<file path="src/rtl/seq_state_stage_pkg.sv">
// Shared definitions for the "101" sequence detector and the og stage that consumes its state.
// State encoding is fixed: og decodes q1/q0 directly.
package seq_state_stage_pkg;

    localparam int STATE_W = 2;

    localparam logic [STATE_W-1:0] S0 = 2'b00;
    localparam logic [STATE_W-1:0] S1 = 2'b01;
    localparam logic [STATE_W-1:0] S2 = 2'b10;
    localparam logic [STATE_W-1:0] S3 = 2'b11;

    // The Mealy output og derives from an aligned (state, bit) pair.
    function automatic logic og_z(input logic [STATE_W-1:0] state, input logic x);
        return (state == S2) && x;
    endfunction

endpackage

</file>
<file path="src/rtl/seq_state_stage_next_state.sv">
// Combinational next-state function of the "101" detector.
// Kept stand-alone so a reference model can reuse the exact transition table.
module seq_next_state
    import seq_state_stage_pkg::*;
#(
    parameter bit OVERLAP = 1'b1
) (
    input  logic [STATE_W-1:0] state,
    input  logic               x,
    output logic [STATE_W-1:0] next_state
);

    always_comb begin
        next_state = S0;
        case (state)
            S0: next_state = x ? S1 : S0;
            S1: next_state = x ? S1 : S2;
            S2: next_state = x ? S3 : S0;
            // Overlapping mode keeps the trailing "10" of "1010" as a partial match.
            S3: next_state = x ? S1 : (OVERLAP ? S2 : S0);
            default: next_state = S0;
        endcase
    end

endmodule

</file>
<file path="src/rtl/seq_state_stage.sv">
// Upstream stage of the og Mealy generator: owns the detector state, presents registered
// (pre-transition state, bit) pairs to og one cycle later, and counts hits.
module seq_state_stage
    import seq_state_stage_pkg::*;
#(
    parameter bit OVERLAP = 1'b1,
    parameter int CNT_W   = 8
) (
    input  logic             clk,
    input  logic             rst_n,
    input  logic             clear,
    input  logic             x,
    input  logic             x_valid,
    output logic             q1,
    output logic             q0,
    output logic             x_o,
    output logic             out_valid,
    output logic             hit,
    output logic [CNT_W-1:0] hit_cnt
);

    localparam logic [CNT_W-1:0] CNT_ONE = {{(CNT_W-1){1'b0}}, 1'b1};
    localparam logic [CNT_W-1:0] CNT_MAX = {CNT_W{1'b1}};

    logic [STATE_W-1:0] state;
    logic [STATE_W-1:0] next_state;
    logic               next_is_hit;

    seq_next_state #(
        .OVERLAP(OVERLAP)
    ) u_next_state (
        .state     (state),
        .x         (x),
        .next_state(next_state)
    );

    assign next_is_hit = (next_state == S3);

    // State and og operand pipeline; the operands carry the state from before this edge.
    always_ff @(posedge clk or negedge rst_n) begin
        if (!rst_n) begin
            state     <= S0;
            q1        <= 1'b0;
            q0        <= 1'b0;
            x_o       <= 1'b0;
            out_valid <= 1'b0;
        end else if (clear) begin
            state     <= S0;
            out_valid <= 1'b0;
        end else if (x_valid) begin
            state     <= next_state;
            q1        <= state[1];
            q0        <= state[0];
            x_o       <= x;
            out_valid <= 1'b1;
        end else begin
            out_valid <= 1'b0;
        end
    end

    // Hit pulse and saturating counter; a clear drops the bit presented alongside it.
    always_ff @(posedge clk or negedge rst_n) begin
        if (!rst_n) begin
            hit     <= 1'b0;
            hit_cnt <= '0;
        end else if (clear) begin
            hit     <= 1'b0;
            hit_cnt <= '0;
        end else if (x_valid) begin
            hit <= next_is_hit;
            if (next_is_hit && (hit_cnt != CNT_MAX)) begin
                hit_cnt <= hit_cnt + CNT_ONE;
            end
        end else begin
            hit <= 1'b0;
        end
    end

endmodule

</file>
<file path="config.mk">
export PLATFORM = sky130hd
export DESIGN_NAME = seq_state_stage
export DESIGN_NICKNAME = d
export VERILOG_FILES = /design/src/rtl/seq_state_stage_pkg.sv /design/src/rtl/seq_state_stage_next_state.sv /design/src/rtl/seq_state_stage.sv
export SDC_FILE = /design/constraint.sdc
export NUM_CORES = 1
export LEC_CHECK = 0
export CAP_MARGIN = 5
export CORE_MARGIN = 2
export CORE_UTILIZATION = 45
export CTS_CLUSTER_SIZE = 10
export DETAILED_ROUTE_END_ITERATION = 6
export GPL_ROUTABILITY_DRIVEN = 0
export GPL_TIMING_DRIVEN = 0
export PLACE_DENSITY = 0.84
export SLEW_MARGIN = 20
export SYNTH_ARGS = -nofsm -noshare
export SYNTH_HDL_FRONTEND = slang
export SYNTH_SLANG_ARGS = --single-unit
</file>
<file path="constraint.sdc">
create_clock -name clk -period 1.75 [get_ports clk]
set_input_delay 0.525 -clock clk [delete_from_list [all_inputs] [get_ports clk]]
set_output_delay 0.525 -clock clk [all_outputs]
set_load 0.05 [all_outputs]
</file>
==> flow_summary.json <==
{
  "port_buffers": 17,
  "hold_violations": 0,
  "synthTopCellsByArea": "dfrtp_1, a21oi_1, o21ai_0",
  "cp_data_required_time_ns": 1.22,
  "cts_sinks": 15,
  "syn_nets": 72,
  "fin_worst_skew_ns": 0.008211,
  "period_minus_slack_ns": 1.707,
  "grt_max_degree": 16,
  "tightestPinTransition_ns": 0.6777,
  "p_per_area_nw_per_um2": 712.0,
  "area_growth_pct": 30.53,
  "grt_pass1_vias": 571,
  "p_sw_share_pct": 27.28,
  "htreeDepth": 1,
  "postCtsHoldBufs": 0,
  "synth-compound-area-share_pct": 14.44,
  "grt-ovfl-total": 0,
  "place_ws_ns": -0.4353,
  "synth-edff-count": 0,
  "path_cells": "clkdlybuf4s15_1",
  "vdd_drop_max_mv": 0.4849,
  "clkTransAtPathRegs_ns": 0.10,
  "slowest_delay_ns": 0.50,
  "ys_types": 23,
  "synthSimpleGateAreaFrac_pct": 18.65,
  "hp-class": "register to register",
  "period_share_pct": 97.55,
  "final_util_pct": 60.71,
  "cts.path.max_buffers": 2,
  "routed-via-count": 577,
  "synth_common_cells": "dfrtp_1, a21oi_1, o21ai_0",
  "ys_warn_count": 0,
  "clock_latency_ns": 0.29,
  "outcome": "finished, final reports clean",
  "start_util_pct": 46.51,
  "rows": 14,
  "synth_xor_area_share_pct": 1.280,
  "drc": 0,
  "ys_ff_latch": 15,
  "rsz0062_at_grt": "no",
  "avgRoutedWirePerCell_um": 13.95,
  "timing.slew.headroom_pct": 54.68,
  "grt_pass1_wl_um": 2421,
  "drt_wl_total_um": 1437,
  "worst-path-buf-inv": 1,
  "combPwrFrac_pct": 11.6,
  "post-dp-hpwl_um": 960.6,
  "top_layer": "met4",
  "hold_ws_ns": 0.4978,
  "synthArstFlopShare_pct": 100.0,
  "cp_max_fo": 4,
  "startpoint_type": "register",
  "drt-met1-wl_um": 635,
  "cts_tree": "built",
  "synth_area_leader_cell": "dfrtp_1",
  "maxCapViolCount": 0,
  "synth_cells": 66,
  "synth.area.mux_share_pct": 4.570,
  "post_cts_buffers": 0,
  "fmax_mhz": 585.8,
  "fp.dieH_um": 43,
  "synth_top_family_by_area": "simple AND/OR/NAND/NOR gates",
  "criticalPathCategory": "register to primary output",
  "wl_met3_um": 57,
  "vias_per_cell": 5.602,
  "postRouteAntennaNets": 0,
  "cts_buffers": 3,
  "dr_wl_met2_um": 715,
  "internal_power_uw": 462.6,
  "synth_area_um2": 684.4,
  "synth_ff_type": "dfrtp_1",
  "antenna_found_initial": 0,
  "root_buffer": "clkbuf_4",
  "end_kind": "primary output",
  "finalWorstSetupSlack_ns": 0.04285,
  "clock_power_share_pct": 31.6,
  "slew_viol_final": 0,
  "post_synth.cell_area_avg_um2": 10.37,
  "setup_violations": 0,
  "final_nets": 94,
  "p_leak_nw": 0.4001,
  "seqPwrFrac_pct": 56.8,
  "drive_gt1_share_pct": 19.54,
  "synth.most_common_cell": "dfrtp_1",
  "antenna_cells": 0,
  "ioPinCount": 18,
  "switchingPower_uw": 173.5,
  "power_uw": 636.1,
  "critPathTopFamily": "buffers and inverters",
  "drtPass1Iterations": 4,
  "die_w_um": 43,
  "core_area_um2": 1471,
  "track_usage_pct": 18.06,
  "synth.yosys.seq_area_share_pct": 54.84,
  "critPathArrivalTime_ns": 1.18,
  "die_area_um2": 1849,
  "synth-adder-area-share_pct": 1.828,
  "synth_top_area_share_pct": 54.84,
  "slowest_stage": "clkdlybuf4s15_1",
  "fin_setup_tns_ns": 0,
  "drt-initial-drc-count": 14
}
==> power by group through the flow <==
stage,registers [mW],logic (mW),clock network (mW)
after floorplan,0.395,0.0165,0
after global placement,0.368,0.0799,0
after detailed placement,0.368,0.0814,0
after CTS,0.361,0.0746,0.207
after global routing,0.363,0.0799,0.214
final,0.361,0.0741,0.201
==> cells in the final DEF (no fill, tap or decap), types with 2 or more instances in the layout <==
master	synthesis	routed
a21oi_1	7	7
clkbuf_2	0	3
clkbuf_4	0	3
clkdlybuf4s15_1	0	3
clkdlybuf4s15_2	0	3
clkdlybuf4s50_1	0	2
dfrtp_1	15	13
dfrtp_2	0	2
dlygate4sd2_1	0	6
inv_1	4	4
mux2i_1	2	2
nand2_1	5	5
nand3_1	5	5
nor2_1	3	3
o21ai_0	6	6
o31ai_1	3	3
or3_1	2	2
or4_1	2	2
==> per-layer routing <==
| layer | vias to the layer above | global-route usage [%] |
|---|---|---|
| met3 | 4 | 2.553 |
| li1 | 283 | - |
| met1 | 277 | 21.98 |
| met4 | 0 | 10.91 |
| met2 | 13 | 30.00 |
| met5 | - | 0 |
==> metrics by stage <==
step / cell area (um2) / cells
detailed placement: 877.1 / 99
floorplan: 686.9 / 66
CTS: 904.6 / 103
global route: 893.4 / 103
global placement: 877.1 / 99
finish: 893.4 / 103
==> final cells by class <==
| type | count | area, um2 |
|---|---|---|
| Timing Repair Buffer | 17 | 151.4 |
| Fill cell | 134 | 578.1 |
| Inverter | 4 | 15.01 |
| Clock inverter | 1 | 5.005 |
| Tap cell | 16 | 20.02 |
| Buffer | 2 | 15.01 |
| Sequential cell | 15 | 377.9 |
| Clock buffer | 3 | 22.52 |
| Multi-Input combinational cell | 45 | 286.5 |
==> registers in the layout, summed over array words and instances, names as in the netlist <==
name       cells
hit_cnt        8
state          2
hit            1
out_valid      1
q0             1
q1             1
x_o            1
==> what timing repair did <==
item / 4_1_cts / 5_1_grt
resized for setup: 25 / 6
endpoints found under the setup margin: 18 / 6
cloned: 0 / 0
==> worst paths after layout <==
check / from / to / slack, ns / cells past startpoint
worst max-delay path: hit_cnt[0] / hit_cnt[0] / 0.04 / 1
worst min-delay path: q1 / q1 / 0.50 / 2
worst max register to register: hit_cnt[0] / hit_cnt[5] / 0.13 / 5
worst min register to register: q1 / q1 / 0.50 / 2
max in group asynchronous: rst_n / hit_cnt[0] / 0.63 / 1
min in group asynchronous: rst_n / hit_cnt[4] / 0.64 / 1
==> logic make-up after synthesis <==
group,after synthesis
simple gates,23
buf+inv,6
flops,15
compound gates,17
mux,3
fa+ha+maj,1
xor+xnor,1
No activity file was read; power rests on OpenSTA's default activity.
==> RTL edit: new RTL, same flow settings <==
The package constant `STATE_W` goes from 2 to 4.
--- a/src/rtl/seq_state_stage_pkg.sv
+++ b/src/rtl/seq_state_stage_pkg.sv
@@ -3,5 +3,5 @@
 package seq_state_stage_pkg;
 
-    localparam int STATE_W = 2;
+    localparam int STATE_W = 4;
 
     localparam logic [STATE_W-1:0] S0 = 2'b00;
Function: no difference found for any inputs over 10 cycles, from zero or initial values and one cycle with rst_n low; that may be too few to reach the edited logic, so the function may still have changed.
==> RTL edit against the original RTL <==
Area after synthesis grew 14%; sequential share of layout area shrank 4.1 points; routed wire length grew 22%; worst hold slack gained 0.020 ns; total power grew 2.4%; sequential cell count is the same; final area grew 11%; setup slack gained 0.023 ns; critical endpoint is now out_valid; largest cell class is now multi-input gates.
==> RTL edit: results (changes against the original RTL) <==
GRT
  • Pin count of the biggest net entering global routing: 16 (unchanged)
  • Initial antenna violation count: 0 (unchanged)
  • Total GRT Usage: 0.194 (+0.0129)
  • Vias in the first global route: 642 (+12%)
  • Global-route wire length before repair: 2820 um (+17%)

Power and ir drop
  • Leakage power: 0.472 nW (+18%)
  • Maximum vdd drop: 0.323 mV (-33%)

Clocking
  • CTS root buf: clkbuf_4
  • Worst-Skew Late Latency: around 0.28 ns
  • # Post-CTS Setup Buffers: 0 (unchanged)
  • Clock buffer depth: 2 (unchanged)
  • Clk slew on worst S/H paths: 0.10 ns (about the same)
  • Hold-fix buffers, CTS: 0 (unchanged)
  • Htree depth: 1 (unchanged)
  • Number of buffers created by CTS: 3 (unchanged)

Logic synthesis
  • Most instantiated cells after synthesis: dfrtp_1, mux2_2, nor2_1
  • Ranking of synthesized cells by area: dfrtp_1, mux2_2, nor2b_1
  • Synthesized Nets: 76 (+5.6%)
  • Yosys warnings: 0 (unchanged)
  • FFs w/ async S/R, synth: 1.00 (unchanged)
  • Sequential-to-total area share from yosys stat: 0.482 (-0.0669)
  • Post-synth cell types: 31 (+35%)

Routing
  • Avg WL per Cell: 16.3 um (+17%)
  • Initial drt markers: 18 (+4)
  • Vias: 645 (+12%)
  • Detail Route Antenna Nets: 0 (unchanged)
  • Iteration count of the initial detailed-routing pass: 4 (unchanged)

Worst setup path
  • Worst setup path start: out_valid
  • Crit path max-delay family: buffers and inverters
  • Worst Path Arrival: 1.16 ns (-0.02 ns)
  • Launching point of the worst reg2reg path: hit_cnt[0]
  • CP max stage cell: dlygate4sd2_1
  • Critical Path Max Stage Delay: 0.53 ns (+0.03 ns)
  • R2r setup slk: 0.07 ns (-0.06 ns)
  • Crit-path max FO: 1 (-3)

Finish
  • Fill cells: 140 (+4.5%)
  • ANT cells: 0 (unchanged)
  • Layout cell share with drive strength beyond 1: 0.253 (+0.0573)
  • Largest regs: hit_cnt: 8 flops, state: 2 flops
  • Nets: 98 (+4.3%)

Place
  • Port-buffer cells: 17 (unchanged)
  • Area after DPL: 973 um^2 (+11%)
  • Pre-CTS WS: -0.452 ns (-0.0167 ns)
  • DP HPWL: 1290 um (+34%)

Min path
  • Origin of the worst min-delay path: q0
  • Worst min-delay path category: reg -> reg

Run status
  • Status: finished clean

STA
  • Tmin final: 1.68 ns (-0.0233 ns)
  • Worst Clk Skew: 0.00982 ns (+0.00161 ns)
  • Tightest Pin Transition: 0.691 ns (+0.0132 ns)
==> RTL edit: power by group <==
group / internal (mW) / switching [mW] / leakage (nW)
combinational: 0.0280 / 0.0571 / 0.256
clock: 0.0884 / 0.115 / 0.0150
sequential: 0.356 / 0.00682 / 0.201
==> RTL edit: final timing paths <==
path,endpoint,depth (start not counted)
worst min register to register,q0,1
worst max register to register,hit_cnt[5],4
max in group asynchronous,hit_cnt[1],1
min in group asynchronous,hit_cnt[2],1
worst min-delay path,q0,1
worst max-delay path,out_valid,1
==> RTL edit: stage by stage <==
step | hold WS [ns] | instances
after floorplan | 0.229 | 70
after global placement | 0.487 | 104
after detailed placement | 0.506 | 104
after CTS | 0.522 | 108
after global routing | 0.556 | 108
final | 0.518 | 108
==> RTL edit: cells by family after synthesis <==
logic type                 synth area share
and+or+nand+nor                       0.220
AOI/OAI and AO/OA                     0.152
DFF                                   0.482
muxes                                0.0979
buffers and inverters                0.0321
adders and majority gates            0.0160
==> RTL edit: routing by layer <==
layer | up-vias | global-route usage | wire [um]
li1 | 303 | - | -
met1 | 319 | 0.232 | 750
met2 | 17 | 0.324 | 895
met3 | 6 | 0.0437 | 61
met4 | 0 | 0.0941 | 50
met5 | - | 0 | 0
==> RTL edit: timing repair <==
action                                  CTS  global route
gates resized for setup                  26             8
cloned                                    0             0
endpoints found under the setup margin   16             5
==> RTL edit: area by class of cell <==
cell class,count,area [um^2],share of cell area
buffer,3,15.0,0.0152
clock buffer,4,26.3,0.0265
inverter,3,11.3,0.0114
multi-input combinational,49,392,0.396
sequential,15,378,0.382
tap,17,21.3,0.0215
timing repair buffer,17,146,0.148
